## src/rtl/fnd_scan_drv.sv

```systemverilog
// Multiplexed common-anode 7-segment scan driver: one digit per slot, frame-coherent
// snapshot of the inputs, leading-zero blanking, per-digit blink and decimal points.
module fnd_scan_drv #(
  parameter int N_DIG     = 6,
  parameter int SCAN_DIV  = 50000,
  parameter int DEAD      = 4,
  parameter int BLINK_DIV = 250
) (
  input  logic                 clk,
  input  logic                 rst,
  input  logic [6*N_DIG-1:0]   din,
  input  logic                 blank_lz,
  input  logic [N_DIG-1:0]     blink_en,
  input  logic [N_DIG-1:0]     dp_in,
  output logic [7:0]           seg,
  output logic [N_DIG-1:0]     com,
  output logic                 frame
);

  localparam int PW = (SCAN_DIV > 1) ? $clog2(SCAN_DIV) : 1;
  localparam int IW = (N_DIG > 1) ? $clog2(N_DIG) : 1;
  localparam int BW = (BLINK_DIV > 1) ? $clog2(BLINK_DIV) : 1;
  localparam logic [PW-1:0] PRE_LAST = PW'(SCAN_DIV - 1);
  localparam logic [PW-1:0] PRE_DEAD = PW'(DEAD);
  localparam logic [IW-1:0] IDX_LAST = IW'(N_DIG - 1);
  localparam logic [BW-1:0] BLK_LAST = BW'(BLINK_DIV - 1);

  logic [PW-1:0]        pre_q, pre_d;
  logic [IW-1:0]        idx_q, idx_d;
  logic [BW-1:0]        bcnt_q, bcnt_d;
  logic                 hide_q, hide_d;
  logic                 frame_q, frame_d;
  logic [7:0]           seg_q, seg_d;
  logic [N_DIG-1:0]     com_q, com_d;

  logic [6*N_DIG-1:0]   din_q;
  logic                 blz_q;
  logic [N_DIG-1:0]     blk_q;
  logic [N_DIG-1:0]     dp_q;

  logic                 tc, wrap;
  logic [5:0]           cur_dig;
  logic                 cur_lz, cur_dp, cur_blk, allz;
  logic [N_DIG-1:0]     lz;

  function automatic logic [7:0] decode(input logic [5:0] v);
    case (v)
      6'd0:    decode = 8'hC0;
      6'd1:    decode = 8'hF9;
      6'd2:    decode = 8'hA4;
      6'd3:    decode = 8'hB0;
      6'd4:    decode = 8'h99;
      6'd5:    decode = 8'h92;
      6'd6:    decode = 8'h82;
      6'd7:    decode = 8'hF8;
      6'd8:    decode = 8'h80;
      6'd9:    decode = 8'h90;
      default: decode = 8'hBF;
    endcase
  endfunction

  // Scan timing: prescaler, digit index, blink frame counter
  always_comb begin
    tc      = (pre_q == PRE_LAST);
    wrap    = tc && (idx_q == IDX_LAST);
    pre_d   = tc ? '0 : pre_q + 1'b1;
    idx_d   = idx_q;
    bcnt_d  = bcnt_q;
    hide_d  = hide_q;
    frame_d = wrap;
    if (tc) idx_d = (idx_q == IDX_LAST) ? '0 : idx_q + 1'b1;
    if (wrap) begin
      if (bcnt_q == BLK_LAST) begin
        bcnt_d = '0;
        hide_d = ~hide_q;
      end else begin
        bcnt_d = bcnt_q + 1'b1;
      end
    end
  end

  always_ff @(posedge clk) begin
    if (rst) begin
      pre_q  <= '0;
      idx_q  <= '0;
      bcnt_q <= '0;
      hide_q <= 1'b0;
      din_q  <= '0;
      blz_q  <= 1'b0;
      blk_q  <= '0;
      dp_q   <= '0;
    end else begin
      pre_q  <= pre_d;
      idx_q  <= idx_d;
      bcnt_q <= bcnt_d;
      hide_q <= hide_d;
      // Snapshot shares the edge with the index wrap so each frame starts at digit 0 with fresh data
      if (wrap) begin
        din_q <= din;
        blz_q <= blank_lz;
        blk_q <= blink_en;
        dp_q  <= dp_in;
      end
    end
  end

  // Per-digit attributes of the selected slot; lz[i] set when digits N_DIG-1..i are all zero
  always_comb begin
    cur_dig = '0;
    cur_lz  = 1'b0;
    cur_dp  = 1'b0;
    cur_blk = 1'b0;
    allz    = 1'b1;
    lz      = '0;
    for (int i = N_DIG - 1; i >= 1; i--) begin
      allz  = allz & (din_q[6*i +: 6] == 6'd0);
      lz[i] = allz;
    end
    for (int i = 0; i < N_DIG; i++) begin
      if (idx_q == IW'(i)) begin
        cur_dig = din_q[6*i +: 6];
        cur_lz  = lz[i];
        cur_dp  = dp_q[i];
        cur_blk = blk_q[i];
      end
    end
  end

  // Output stage: dead time first, then decode, blanking, dp and blink in rising priority
  always_comb begin
    seg_d = 8'hFF;
    com_d = '1;
    if (pre_q >= PRE_DEAD) begin
      for (int i = 0; i < N_DIG; i++) com_d[i] = (idx_q != IW'(i));
      seg_d = decode(cur_dig);
      if (blz_q && cur_lz) seg_d[6:0] = 7'h7F;
      if (cur_dp)          seg_d[7]   = 1'b0;
      if (hide_q && cur_blk) seg_d    = 8'hFF;
    end
  end

  always_ff @(posedge clk) begin
    if (rst) begin
      seg_q   <= 8'hFF;
      com_q   <= '1;
      frame_q <= 1'b0;
    end else begin
      seg_q   <= seg_d;
      com_q   <= com_d;
      frame_q <= frame_d;
    end
  end

  assign seg   = seg_q;
  assign com   = com_q;
  assign frame = frame_q;

endmodule
```

## config.mk

```make
export PLATFORM = sky130hd
export DESIGN_NAME = fnd_scan_drv
export DESIGN_NICKNAME = d
export VERILOG_FILES = /design/src/rtl/fnd_scan_drv.sv
export SDC_FILE = /design/constraint.sdc
export NUM_CORES = 1
export LEC_CHECK = 0
export ABC_AREA = 1
export CAP_MARGIN = 5
export CORE_MARGIN = 4
export CORE_UTILIZATION = 25
export DETAILED_ROUTE_END_ITERATION = 7
export PLACE_DENSITY = 0.43
export SLEW_MARGIN = 20
export SYNTH_ARGS = -nofsm -noshare
export SYNTH_HDL_FRONTEND = slang
export SYNTH_SLANG_ARGS = --single-unit
```

## constraint.sdc

```tcl
create_clock -name clk -period 4 [get_ports clk]
set_input_delay 0.8 -clock clk [delete_from_list [all_inputs] [get_ports clk]]
set_output_delay 0.8 -clock clk [all_outputs]
set_load 0.05 [all_outputs]
```

== Word-level counts from Yosys, hierarchy flattened ==
Memories as Yosys holds them, arrays and structs flattened.
Index checks and enable logic that the tools add are counted.

* Register bits: 92
* Memory bits (read-only): 112
* Input port bits: 51
* Word-level logic and storage cells: 81
* Memories kept: 1

* Add/subtract/negate cells: 3
* Order comparisons: 1
* Equal/unequal tests: 12
* Multiplexer cells: 27
* Bitwise gates (word level): 7
* Reductions and logical operators: 17

{| class="wikitable"
|+ Memory list
! name !! words !! width !! read ports !! clocked after memory_dff !! write ports !! line !! source
|-
| (no name shown) || 16 || 7 || 1 || 0 || 0 || 47 || <nowiki>case (v)</nowiki>
|}

{| class="wikitable"
|+ Operator list
! kind !! count
|-
| $mux 6 || 6
|-
| $logic_not 6->1 || 5
|-
| $mux 1 || 18
|-
| $add 16x1->16 const B || 1
|-
| $eq 16x16->1 const B || 1
|-
| $ge 16x3->1 const B || 1
|-
| $mux 8 || 2
|-
| $add 8x1->8 const B || 1
|-
| $eq 8x8->1 const B || 1
|-
| $eq 3x2->1 const B || 2
|-
| $eq 3x3->1 const B || 2
|-
| $ne 3x2->1 const B || 2
|-
| $ne 3x3->1 const B || 2
|-
| $reduce_or 5->1 || 1
|-
| $and 1x1->1 || 4
|-
| $reduce_or 2->1 || 2
|-
| $reduce_or 4->1 || 1
|-
| $add 3x1->3 const B || 1
|-
| $eq 3x1->1 const B || 1
|-
| $logic_and 1x1->1 || 3
|-
| $logic_not 3->1 || 1
|-
| $mux 3 || 1
|-
| $ne 3x1->1 const B || 1
|-
| $not 1->1 || 3
|-
| other kinds (4) || 4
|}

== Logic depth before layout (Yosys ltp) ==
Gate-level depths: netlist of run 1.

* Depth in word-level cells: 12
* Depth in mapped cells: 18

== Worst setup path before layout of run 1 ==
OpenSTA, ideal clock, no wires.

* Kind: register to register
* Start: register idx_q[1]
* End: register seg_q[1] (netlist: seg[1])
* Setup time: 0.137 ns
* Arrival time: 2.074 ns
* Required time: 3.863 ns
* Path slack: 1.790 ns
* Stages on the path, launching flop included: 16
* Clock period less this slack: 2.210 ns
* Cell sequence: dfxtp_1 > buf_2 > nand2_1 > inv_1 > ha_1 > clkbuf_1 > inv_1 > nand4_1 > nand3_1 > nand2_1 > nand2_1 > inv_1 > ha_1 > nand2_1 > a21boi_0 > nand3_1

* Cells in the longest elaborated chain, start to end: 10
* Elaborated cells on any way between the ends: 29
* Classes of those cells: eq/ne: 5; mux: 17; bitwise: 1; reduce/logical: 5; memory: 1

{| class="wikitable"
|+ RTL lines
! element !! line !! source
|-
| start, declared || 29 || <nowiki>logic [IW-1:0] idx_q, idx_d;</nowiki>
|-
| start signal, assigned || 94 || <nowiki>idx_q <= idx_d;</nowiki>
|-
| branches (longest 10 deep; another with $mem_v2 16x7) || n/a ||
|-
| end signal, assigned || 148 || <nowiki>seg_q <= seg_d;</nowiki>
|-
| end, declared || 33 || <nowiki>logic [7:0] seg_q, seg_d;</nowiki>
|}

Several ways; the timed one is not identified.
A chain may end at the register's enable or synchronous reset.

== Worst setup path after layout of run 1 ==
* Start: register idx_q[0]
* End: register din_q[23]

* Cells in the longest elaborated chain, start to end: 2

{| class="wikitable"
|+ RTL lines
! element !! line !! source
|-
| $eq 3x3->1 || 65 || <nowiki>wrap = tc && (idx_q == IDX_LAST);</nowiki>
|-
| $logic_and 1x1->1 || 65 ||
|-
| end signal, assigned || 99 || <nowiki>din_q <= din;</nowiki>
|-
| end, declared || 36 || <nowiki>logic [6*N_DIG-1:0] din_q;</nowiki>
|}

Every way passes these cells.

==> out/metrics.json, run 1 <==
{
  "drc_errors_left": 0,
  "synth_edf_count": 0,
  "maxSlewHeadroom": 0.420,
  "switchingPower_uw": 420,
  "cts_htree_levels": 3,
  "synth.cell_area_sq_um": 4230,
  "vdd.ir_drop.worst_mv": 0.225,
  "synth_fp_nets": 651,
  "number_of_global_route_vias_before_repair": 3854,
  "max-clock-path-buffers": 2,
  "cts_setup_buffers": 0,
  "final.setup.tns_ns": 0,
  "finalWorstPathRequiredPeriod_ns": 2.61,
  "place.detailed.hpwl_microns": 8720,
  "initial_core_util": 0.255,
  "required_ns": 4.20,
  "worstHoldPathType": "register to register",
  "die_y_microns": 138,
  "p_seq_frac": 0.452,
  "clock_skew_ns": 0.00804,
  "die_x_microns": 138,
  "max-cap-violations": 0,
  "regToRegSetupSlack_ns": 1.39,
  "place.gp.congestion": 0.830,
  "worst-slew-pin-transition_ns": 0.870,
  "cts-root-buf": "clkbuf_16",
  "synth-seq-area-share": 0.435,
  "fin_area_sq_um": 5440,
  "clock.fmax_ghz": 0.383,
  "async_reset_ff_frac": 0,
  "worst_ep_arrival_time_ns": 2.81,
  "flow.area_growth_from_synthesis_pct": 28.5,
  "layout.cells.most_common": "dfxtp_1",
  "post_drt_wl_per_cell_microns": 13.5,
  "clock-sinks": 92,
  "ys_ff_latch": 92,
  "layout_common_cells": "dfxtp_1 (92), nand2_1 (87), nor2_1 (87)",
  "finalWirelength_microns": 11700,
  "place_area_sq_um": 5080,
  "crit_top_cell": "inv_2",
  "path_buf_inv": 4,
  "grtUsageTotal": 0.127,
  "floorplan.die_area_sq_um": 19100,
  "path_class": "register to register",
  "cts_hold_buffers": 0,
  "final_layout_size_suffix_gt1_frac": 0.0521,
  "yosys_warnings": 0,
  "dpl_worst_slack_ns": 1.35,
  "p_int_uw": 1620,
  "rsz0062_at_grt": "false",
  "whs_ns": 0.452,
  "core-area_sq_um": 16600,
  "number_of_drc_violations_after_detailed_routing_iteration_0": 235,
  "viasPerCell": 4.48,
  "clkTransAtPathRegs_ns": 0.07,
  "antenna_violating_nets_post_route": 0,
  "power_density_nw_per_um2": 376,
  "clock_power_share": 0.501,
  "met3WireLength_microns": 535,
  "grt_first_pass_wirelength_microns": 19700,
  "category_of_the_worst_setup_path_capture_point": "register",
  "power.static_leakage_uw": 0.00210,
  "critPathSlowestCell": "nor3_4",
  "dp.cells": 856,
  "pwr-share-comb": 0.047,
  "postSynthCellCount": 590,
  "timing.final.hold_violations": 0,
  "maximum_number_of_pins_on_one_net_before_global_route_repair": 61,
  "topRoutingLayerUsed": "met4",
  "worst_path_largest_cell_delay_ns": 0.47,
  "insertedDiodeCount": 0,
  "fillCellCount": 1792,
  "dr_total_vias": 3906,
  "setup_viol_count_final": 0,
  "tritoncts": "yes",
  "port_buffers": 65,
  "num-nets-final": 708,
  "cpLargestDelayFamily": "buffers and inverters",
  "cts_made_buffers": 9,
  "path_cells": "inv_2, nor3_4, inv_2, nor2_4, buf_4, inv_2, o21ai_0, a21oi_1",
  "kind_of_launch_point_of_the_worst_setup_path": "register",
  "layout.cells.non_filler": 872,
  "synth_flop_cell": "dfxtp_1",
  "syn_avg_cell_area_sq_um": 7.17,
  "drt_first_pass_iters": 4,
  "m1_wl_microns": 5590,
  "synthDistinctLibCells": 36,
  "routed-wl-met2_microns": 5370,
  "globalRoute.totalOverflow": 0,
  "cts-resized-gates": 0,
  "timing.final.max_slew_violations": 0,
  "grt_antenna_before_repair": 0,
  "worstPathMaxFanout": 60,
  "power_switching_share": 0.205,
  "worst_skew_pair.late_latency_ns": 0.35,
  "outcome": "complete, no violations",
  "std_cell_rows": 47,
  "floorplan.io_pins": 66,
  "final_critical_path_setup_slack_ns": 1.39,
  "period_share": 0.652
}
==> tightest hold or removal path, cell delays in order (launching register included) <==
cell	delay [ns]
dfxtp_1	0.31
inv_1	0.05
a21oi_1	0.05
==> power groups by stage <==
stage               sequential [uW]  combinational (uW)  clock, uW
finish                          923                96.9       1020
global route                    923                 106       1090
CTS                             923                98.8       1060
detailed placement              944                97.5          0
global placement                944                97.9          0
floorplan                       953                23.5          0
==> flip-flops by register name, summed over array words and instances (netlist names) <==
register and count:
din_q 36, com 6, blk_q 6, dp_q 6
idx_q 3, bcnt_q 8, frame 1, pre_q 16
hide_q 1, seg 8, blz_q 1
==> cells by family after synthesis <==
| logic type | count (synthesis) | synth area share |
|---|---|---|
| simple gates | 253 | 0.264 |
| compound gates | 131 | 0.168 |
| flops | 92 | 0.435 |
| buf+inv | 100 | 0.0944 |
| xor+xnor | 4 | 0.00828 |
| fa+ha+maj | 10 | 0.0296 |
==> routing by layer <==
layer	GRT usage	vias to the layer above
met5	0	-
met4	0.0536	0
met3	0.0294	13
met2	0.201	87
li1	-	2044
met1	0.166	1762
==> stage by stage <==
stage,utilization,power [uW]
final,0.328,2040
after global routing,0.328,2120
after CTS,0.328,2080
after detailed placement,0.306,1040
after global placement,0.306,1040
after floorplan,-,976
==> cell type report <==
| class | instances | area [sq um] | share of cell area |
|---|---|---|---|
| clock buffers | 11 | 253 | 0.0465 |
| clock inverters | 5 | 106 | 0.0196 |
| inverters | 77 | 289 | 0.0532 |
| multi-input cells | 398 | 1990 | 0.366 |
| flip-flops and latches | 92 | 1840 | 0.339 |
| well taps | 220 | 275 | 0.0506 |
| repair buffers | 69 | 681 | 0.125 |
==> synth_stat cells (10+ instances only) <==
cell      instances  share of area
dfxtp_1          92           0.44
inv_1            74          0.066
nand2_1          87          0.077
nand3_1          37          0.044
o21ai_0          56          0.066
nor3_1           10          0.012
nor2_1           87          0.077
ha_1             10          0.030
clkbuf_1         16          0.014
nand4_1          14          0.021
a21oi_1          56          0.066
==> worst paths after layout <==
path,start,end,cells after the start
worst max-delay path,idx_q[0]$_SDFFE_PP0N_,din_q[23]$_SDFFE_PP0P_,8
worst min-delay path,dp_q[3]$_SDFFE_PP0P_,dp_q[3]$_SDFFE_PP0P_,2
worst max register to register,idx_q[0]$_SDFFE_PP0N_,din_q[23]$_SDFFE_PP0P_,8
worst min register to register,dp_q[3]$_SDFFE_PP0P_,dp_q[3]$_SDFFE_PP0P_,2
No activity file was read; power rests on OpenSTA's default activity.
==> run 2: changes to the inputs <==
==> constraint.sdc (replaced) <==
create_clock -name clk -period 2.5 [get_ports clk]
set_input_delay 0.5 -clock clk [delete_from_list [all_inputs] [get_ports clk]]
set_output_delay 0.5 -clock clk [all_outputs]
set_load 0.05 [all_outputs]
==> run 2 against run 1 <==
- final cell count grew 1.7%
- utilization grew 0.32 points
- worst hold slack lost 0.00053 ns
- global-route usage is essentially flat
- sequential cell count is the same
- non-clock buffer count grew 15
- power grew 48%
- clock skew is essentially flat
- sequential share of layout area shrank 0.31 points
- critical path type unchanged
- largest cell class unchanged
- largest power group is now registers
==> out/metrics.json, run 2 (synthesis results as in run 1) <==
{
  "multi_input_area": {"value": 1990, "unit": "sq um", "change": "+0.19%"},
  "finalWirelength": {"value": 11900, "unit": "microns", "change": "+1.3%"},
  "grtUsageTotal": {"value": 0.127, "change": "+0.000218"},
  "path_cells": "nand2_1, inv_1, ha_1, inv_1, nand4_1, nand3_1, nand2_1, nand2_1, inv_1, ha_1, nand2_1, a21boi_0, nand3_1",
  "p_seq_frac": {"value": 0.490, "change": "+0.038"},
  "whs_path_depth": {"value": 2, "change": "unchanged"},
  "floorplan.io_pins": {"value": 66, "change": "unchanged"},
  "timing.final.max_slew_violations": {"value": 0, "change": "unchanged"},
  "crit_top_cell": "nand2_1",
  "kind_of_launch_point_of_the_worst_setup_path": "register",
  "floorplan.die_area": {"value": 19100, "unit": "sq um", "change": "unchanged"},
  "worst_skew_pair.late_latency": {"value": 0.35, "unit": "ns", "change": "about the same"},
  "place.detailed.hpwl": {"value": 9080, "unit": "microns", "change": "+4.1%"},
  "worst_path_largest_cell_delay": {"value": 0.44, "unit": "ns", "change": "-0.03 ns"},
  "fin_area": {"value": 5490, "unit": "sq um", "change": "+0.99%"},
  "timing.hold.worst_endpoint": "blk_q[5]$_SDFFE_PP0P_",
  "worst_ep_arrival_time": {"value": 2.43, "unit": "ns", "change": "-0.38 ns"},
  "number_of_global_route_vias_before_repair": {"value": 3948, "change": "+2.4%"},
  "dr_total_vias": {"value": 3972, "change": "+1.7%"},
  "antenna_violating_nets_post_route": {"value": 0, "change": "unchanged"},
  "worstHoldStart": "blk_q[5]$_SDFFE_PP0P_",
  "timing.final.hold_violations": {"value": 0, "change": "unchanged"},
  "max-cap-violations": {"value": 0, "change": "unchanged"},
  "outcome": "complete, no violations",
  "clock_power_share": {"value": 0.457, "change": "-0.044"},
  "drc_errors_left": {"value": 0, "change": "unchanged"},
  "clock_skew": {"value": 0.00820, "unit": "ns", "change": "+0.000165 ns"},
  "clkTransAtPathRegs": {"value": 0.07, "unit": "ns", "change": "about the same"},
  "number_of_drc_violations_after_detailed_routing_iteration_0": {"value": 233, "change": "-0.85%"},
  "reg2reg_from": "idx_q[0]$_SDFFE_PP0N_",
  "grt_first_pass_wirelength": {"value": 19800, "unit": "microns", "change": "+0.46%"},
  "maxSlewHeadroom": {"value": 0.634, "change": "+0.215"},
  "switchingPower": {"value": 650, "unit": "uW", "change": "+55%"},
  "regToRegSetupSlack": {"value": 0.28, "unit": "ns", "change": "-1.11 ns"},
  "grt_antenna_before_repair": {"value": 0, "change": "unchanged"},
  "fillCellCount": {"value": 1805, "change": "+0.73%"},
  "path_buf_inv": {"value": 3, "change": "-1"},
  "port_buffers": {"value": 65, "change": "unchanged"},
  "layout.cells.most_common": "dfxtp_1",
  "dp.cells": {"value": 871, "change": "+1.8%"},
  "initial_core_util": {"value": 0.255, "change": "unchanged"},
  "power.static_leakage": {"value": 0.00214, "unit": "uW", "change": "+2.1%"},
  "worstPathMaxFanout": {"value": 8, "change": "-87%"},
  "clock.fmax": {"value": 0.451, "unit": "GHz", "change": "+18%"},
  "final.setup.tns": {"value": 0, "unit": "ns", "change": "unchanged"},
  "num-nets-final": {"value": 723, "change": "+2.1%"},
  "power_density": {"value": 549, "unit": "nW/um^2", "change": "+46%"},
  "critPathSlowestCell": "dfxtp_1",
  "maximum_number_of_pins_on_one_net_before_global_route_repair": {"value": 39, "change": "-36%"},
  "power_switching_share": {"value": 0.216, "change": "+0.0100"},
  "viasPerCell": {"value": 4.48, "change": "about the same"},
  "regArea": {"value": 1840, "unit": "sq um", "change": "about the same"},
  "cts_hold_buffers": {"value": 0, "change": "unchanged"},
  "finalWorstPathRequiredPeriod": {"value": 2.22, "unit": "ns", "change": "-0.392 ns"},
  "cts_htree_levels": {"value": 3, "change": "unchanged"},
  "cts-root-buf": "clkbuf_16",
  "largest_register_ff_count": {"value": 36, "change": "unchanged"},
  "place.gp.congestion": {"value": 0.841, "change": "+1.3%"},
  "clock-sinks": {"value": 92, "change": "unchanged"},
  "period_share": {"value": 0.887, "change": "+0.234"},
  "p_int": {"value": 2370, "unit": "uW", "change": "+46%"},
  "rsz0062_at_grt": "false",
  "layout_common_cells": "dfxtp_1 (91), nand2_1 (87), nor2_1 (87)",
  "r2r.worst_path.cells": {"value": 13, "change": "+5"},
  "max-clock-path-buffers": {"value": 2, "change": "unchanged"},
  "r2r-end": "seg[1]$_SDFF_PP1_",
  "path_class": "register to register",
  "std_cell_rows": {"value": 47, "change": "unchanged"},
  "place_area": {"value": 5190, "unit": "sq um", "change": "+2.2%"},
  "post-layout-total-power": {"value": 3020, "unit": "uW", "change": "+48%"},
  "flow.area_growth_from_synthesis_pct": 29.8,
  "required": {"value": 2.71, "unit": "ns", "change": "-1.49 ns"},
  "cts_setup_buffers": {"value": 0, "change": "unchanged"},
  "post_drt_wl_per_cell": {"value": 13.4, "unit": "microns", "change": "-0.37%"},
  "core-area": {"value": 16600, "unit": "sq um", "change": "unchanged"},
  "worstHoldPathType": "register to register",
  "cts_made_buffers": {"value": 9, "change": "unchanged"},
  "cpLargestDelayFamily": "simple AND/OR/NAND/NOR gates",
  "globalRoute.totalOverflow": {"value": 0, "change": "unchanged"},
  "top_register": "din_q",
  "pwr-share-comb": {"value": 0.053, "change": "+0.006"},
  "layout.cells.non_filler": {"value": 887, "change": "+1.7%"},
  "die_y": {"value": 138, "unit": "microns", "change": "unchanged"},
  "die_x": {"value": 138, "unit": "microns", "change": "unchanged"},
  "tritoncts": "yes",
  "drt_first_pass_iters": {"value": 4, "change": "unchanged"},
  "worst-slew-pin-transition": {"value": 0.545, "unit": "ns", "change": "-0.326 ns"},
  "insertedDiodeCount": {"value": 0, "change": "unchanged"},
  "category_of_the_worst_setup_path_capture_point": "register",
  "setup_viol_count_final": {"value": 0, "change": "unchanged"},
  "largest_registers": "din_q: 36 flops, pre_q: 16 flops",
  "final_layout_size_suffix_gt1_frac": {"value": 0.0735, "change": "+0.0213"},
  "whs": {"value": 0.452, "unit": "ns", "change": "-0.000531 ns"},
  "vdd.ir_drop.worst": {"value": 0.310, "unit": "mV", "change": "+38%"}
}
==> run 2: worst max-delay path by stage <==
| stage | start | end | slack [ns] | depth (start not counted) |
|---|---|---|---|---|
| floorplan | idx_q[1]$_SDFFE_PP0N_ | seg[1]$_SDFF_PP1_ | 0.29 | 15 |
| global placement | idx_q[1]$_SDFFE_PP0N_ | seg[0]$_SDFF_PP1_ | 0.21 | 15 |
| detailed placement | idx_q[1]$_SDFFE_PP0N_ | seg[2]$_SDFF_PP1_ | 0.16 | 13 |
| CTS | idx_q[1]$_SDFFE_PP0N_ | seg[2]$_SDFF_PP1_ | 0.15 | 13 |
| global route | idx_q[0]$_SDFFE_PP0N_ | seg[1]$_SDFF_PP1_ | 0.03 | 13 |
| finish | idx_q[0]$_SDFFE_PP0N_ | seg[1]$_SDFF_PP1_ | 0.28 | 13 |
==> run 2: metrics by stage <==
step           setup WS, ns   util
3_3_place_gp          0.213  0.313
2_1_floorplan         0.290      -
5_1_grt              0.0280  0.331
4_1_cts               0.152  0.331
3_5_place_dp          0.162  0.313
6_report              0.284  0.331
==> run 2: area by class of cell <==
type | instances | share of cell area
inverters | 77 | 0.0527
clock buffers | 12 | 0.0449
clock inverters | 4 | 0.00889
well taps | 220 | 0.0501
flip-flops and latches | 92 | 0.336
multi-input cells | 398 | 0.363
repair buffers | 84 | 0.145
==> run 2: power by group through the flow <==
stage	Clock, uW	Sequential (uW)	Combinational, uW
5_1_grt	1480	1480	172
3_5_place_dp	0	1510	159
6_report	1380	1480	159
2_1_floorplan	0	1520	37.6
3_3_place_gp	0	1510	159
4_1_cts	1440	1480	161
==> run 2: per-layer routing <==
metal	part of all wire	GRT usage
met5	0	0
met4	0.018	0.0515
met3	0.041	0.0280
met2	0.45	0.205
met1	0.49	0.165
==> run 2: worst register-to-register path, cell delays in order, from the launching register on <==
cell and delay [ns]:
dfxtp_1 0.44, nand2_1 0.08, inv_1 0.06, ha_1 0.29
inv_1 0.09, nand4_1 0.11, nand3_1 0.08, nand2_1 0.07
nand2_1 0.13, inv_1 0.12, ha_1 0.23, nand2_1 0.08
a21boi_0 0.18, nand3_1 0.09
==> run 2: timing repair <==
item                                   4_1_cts  5_1_grt
setup endpoints to repair                    0        4
gates resized for setup                      0        2
endpoints found under the hold margin        0        0
==> run 3: changes to the inputs <==
--- a/config.mk
+++ b/config.mk
@@ -7,9 +7,10 @@
 export LEC_CHECK = 0
 export ABC_AREA = 1
 export CAP_MARGIN = 5
-export CORE_MARGIN = 4
+export CORE_MARGIN = 1.5
 export CORE_UTILIZATION = 25
 export DETAILED_ROUTE_END_ITERATION = 7
+export MAX_ROUTING_LAYER = met4
 export PLACE_DENSITY = 0.43
 export SLEW_MARGIN = 20
 export SYNTH_ARGS = -nofsm -noshare
==> run 3 against run 2 <==
- final area increased by 0.25%
- sequential cell count unchanged
- worst setup slack got worse by 0.040 ns
- via count decreased by 1.5%
- register-to-register slack got worse by 0.04 ns
- critical path depth unchanged
- utilization increased by 0.083 points
- combinational power about the same
- routed wire length decreased by 3.2%
- sequential power about the same
- critical path type unchanged
- largest cell class unchanged
==> out/metrics.json, run 3 (synthesis results as in run 1) <==
{
  "outcome": "complete, no violations",
  "tritoncts": "yes",
  "post_drt_wl_per_cell": {"value": 13.0, "unit": "microns", "change": "-2.9%"},
  "grtUsageTotal": {"value": 0.142, "change": "+0.0148"},
  "largest_register_ff_count": {"value": 36, "change": "unchanged"},
  "final_layout_size_suffix_gt1_frac": {"value": 0.0678, "change": "-0.00569"},
  "place_area": {"value": 5190, "unit": "sq um", "change": "about the same"},
  "initial_core_util": {"value": 0.255, "change": "unchanged"},
  "pwr-share-comb": {"value": 0.052, "change": "about the same"},
  "worst_path_largest_cell_delay": {"value": 0.50, "unit": "ns", "change": "+0.06 ns"},
  "layout.cells.most_common": "dfxtp_1",
  "timing.final.hold_violations": {"value": 0, "change": "unchanged"},
  "finalWirelength": {"value": 11500, "unit": "microns", "change": "-3.2%"},
  "vdd.ir_drop.worst": {"value": 0.331, "unit": "mV", "change": "+6.7%"},
  "post-layout-total-power": {"value": 3070, "unit": "uW", "change": "+1.7%"},
  "num-nets-final": {"value": 722, "change": "-0.14%"},
  "required": {"value": 2.71, "unit": "ns", "change": "about the same"},
  "insertedDiodeCount": {"value": 0, "change": "unchanged"},
  "setup_viol_count_final": {"value": 0, "change": "unchanged"},
  "worst_ep_arrival_time": {"value": 2.46, "unit": "ns", "change": "+0.03 ns"},
  "max-cap-violations": {"value": 0, "change": "unchanged"},
  "clock-sinks": {"value": 92, "change": "unchanged"},
  "path_cells": "inv_1, nand3_1, inv_1, nand2_1, nand4_1, nand3_1, nand2_1, nand2_1, inv_1, ha_1, nand2_1, a21boi_0, nand3_1",
  "whs": {"value": 0.450, "unit": "ns", "change": "-0.00127 ns"},
  "die_x": {"value": 133, "unit": "microns", "change": "-3.6%"},
  "core-area": {"value": 16600, "unit": "sq um", "change": "unchanged"},
  "viasPerCell": {"value": 4.43, "change": "-1.2%"},
  "setup.worst_path.start": "idx_q[1]$_SDFFE_PP0N_",
  "fillCellCount": {"value": 1801, "change": "-0.22%"},
  "fin_area": {"value": 5500, "unit": "sq um", "change": "+0.25%"},
  "kind_of_launch_point_of_the_worst_setup_path": "register",
  "top_register": "din_q",
  "max-clock-path-buffers": {"value": 2, "change": "unchanged"},
  "maxSlewHeadroom": {"value": 0.659, "change": "+0.0245"},
  "worstHoldStart": "blk_q[5]$_SDFFE_PP0P_",
  "place.detailed.hpwl": {"value": 8790, "unit": "microns", "change": "-3.2%"},
  "final.setup.tns": {"value": 0, "unit": "ns", "change": "unchanged"},
  "category_of_the_worst_setup_path_capture_point": "register",
  "drc_errors_left": {"value": 0, "change": "unchanged"},
  "path_class": "register to register",
  "layout_common_cells": "dfxtp_1 (92), nand2_1 (87), nor2_1 (87)",
  "dr_total_vias": {"value": 3913, "change": "-1.5%"},
  "worst_skew_pair.late_latency": {"value": 0.34, "unit": "ns", "change": "about the same"},
  "p_int": {"value": 2460, "unit": "uW", "change": "+3.9%"},
  "clock_power_share": {"value": 0.466, "change": "+0.009"},
  "cts-root-buf": "clkbuf_16",
  "timing.final.max_slew_violations": {"value": 0, "change": "unchanged"},
  "antenna_violating_nets_post_route": {"value": 0, "change": "unchanged"},
  "finalWorstPathRequiredPeriod": {"value": 2.26, "unit": "ns", "change": "+0.0404 ns"},
  "power_density": {"value": 557, "unit": "nW/um^2", "change": "+1.4%"},
  "place.gp.congestion": {"value": 0.838, "change": "-0.32%"},
  "power.static_leakage": {"value": 0.00214, "unit": "uW", "change": "about the same"},
  "clock_skew": {"value": 0.00336, "unit": "ns", "change": "-0.00485 ns"},
  "worstPathMaxFanout": {"value": 8, "change": "unchanged"},
  "largest_registers": "din_q: 36 flops, pre_q: 16 flops",
  "floorplan.io_pins": {"value": 66, "change": "unchanged"},
  "switchingPower": {"value": 607, "unit": "uW", "change": "-6.6%"},
  "p_seq_frac": {"value": 0.482, "change": "-0.008"},
  "layout.cells.non_filler": {"value": 884, "change": "-0.34%"},
  "die_y": {"value": 133, "unit": "microns", "change": "-3.6%"},
  "std_cell_rows": {"value": 47, "change": "unchanged"},
  "cts_made_buffers": {"value": 9, "change": "unchanged"},
  "cts_htree_levels": {"value": 3, "change": "unchanged"},
  "period_share": {"value": 0.903, "change": "+0.0162"},
  "rsz0062_at_grt": "false",
  "flow.area_growth_from_synthesis_pct": 30.1,
  "drt_first_pass_iters": {"value": 4, "change": "unchanged"},
  "globalRoute.totalOverflow": {"value": 0, "change": "unchanged"},
  "maximum_number_of_pins_on_one_net_before_global_route_repair": {"value": 56, "change": "+44%"},
  "port_buffers": {"value": 65, "change": "unchanged"},
  "floorplan.die_area": {"value": 17700, "unit": "sq um", "change": "-7.1%"},
  "grt_antenna_before_repair": {"value": 0, "change": "unchanged"},
  "clock.fmax": {"value": 0.443, "unit": "GHz", "change": "-1.8%"},
  "worst-slew-pin-transition": {"value": 0.510, "unit": "ns", "change": "-0.0346 ns"},
  "critPathSlowestCell": "dfxtp_1",
  "reg2reg_from": "idx_q[1]$_SDFFE_PP0N_",
  "worstHoldPathType": "register to register",
  "number_of_drc_violations_after_detailed_routing_iteration_0": {"value": 194, "change": "-17%"},
  "number_of_global_route_vias_before_repair": {"value": 3952, "change": "+0.10%"},
  "grt_first_pass_wirelength": {"value": 19200, "unit": "microns", "change": "-2.8%"},
  "dp.cells": {"value": 870, "change": "-0.11%"},
  "power_switching_share": {"value": 0.198, "change": "-0.0175"},
  "crit_top_cell": "nand2_1",
  "clkTransAtPathRegs": {"value": 0.06, "unit": "ns", "change": "about the same"}
}
-- run 3: area by class of cell --
type	count	area [sq um]	area share
flip-flops and latches	92	1840	0.335
repair buffers	83	798	0.145
well taps	220	275	0.0500
clock inverters	2	60.1	0.0109
inverters	77	289	0.0525
clock buffers	12	246	0.0448
multi-input cells	398	1990	0.362
-- run 3: power groups by stage --
stage	Combinational, uW	Sequential [uW]	Clock [uW]
floorplan	37.6	1520	0
global placement	160	1510	0
detailed placement	159	1510	0
CTS	161	1480	1480
global route	172	1480	1530
finish	158	1480	1430
-- run 3: per-stage QoR --
step	util	worst slack, ns
floorplan	-	0.290
global placement	0.313	0.266
detailed placement	0.313	0.177
CTS	0.332	0.177
global route	0.332	0.0210
finish	0.332	0.243
-- run 3: timing repair --
action,CTS,global route
resized for setup,0,1
hold buffers,0,0
setup buffers,0,0
setup endpoints to repair,0,4
-- run 3: worst paths after layout --
check | to | slack (ns) | depth (start not counted)
worst min register to register | blk_q[5]$_SDFFE_PP0P_ | 0.45 | 2
worst max register to register | seg[1]$_SDFF_PP1_ | 0.24 | 13
worst min-delay path | blk_q[5]$_SDFFE_PP0P_ | 0.45 | 2
worst max-delay path | seg[1]$_SDFF_PP1_ | 0.24 | 13
-- run 3: layer usage --
layer | global-route usage | part of all wire | up-vias
li1 | - | - | 2071
met4 | 0.0495 | 0.013 | 0
met1 | 0.178 | 0.50 | 1771
met2 | 0.226 | 0.46 | 62
met3 | 0.0295 | 0.031 | 9
met5 | - | 0 | -
-- run 3: worst max-delay path, delay by kind of cell, from the launching register on --
kind                     cells  cell delay (ns)
AND/OR/NAND/NOR              8             0.80
buffers and inverters        3             0.33
AO/OA/AOI/OAI                1             0.18
flip-flops                   1             0.50
adder cells (fa/ha/maj)      1             0.29
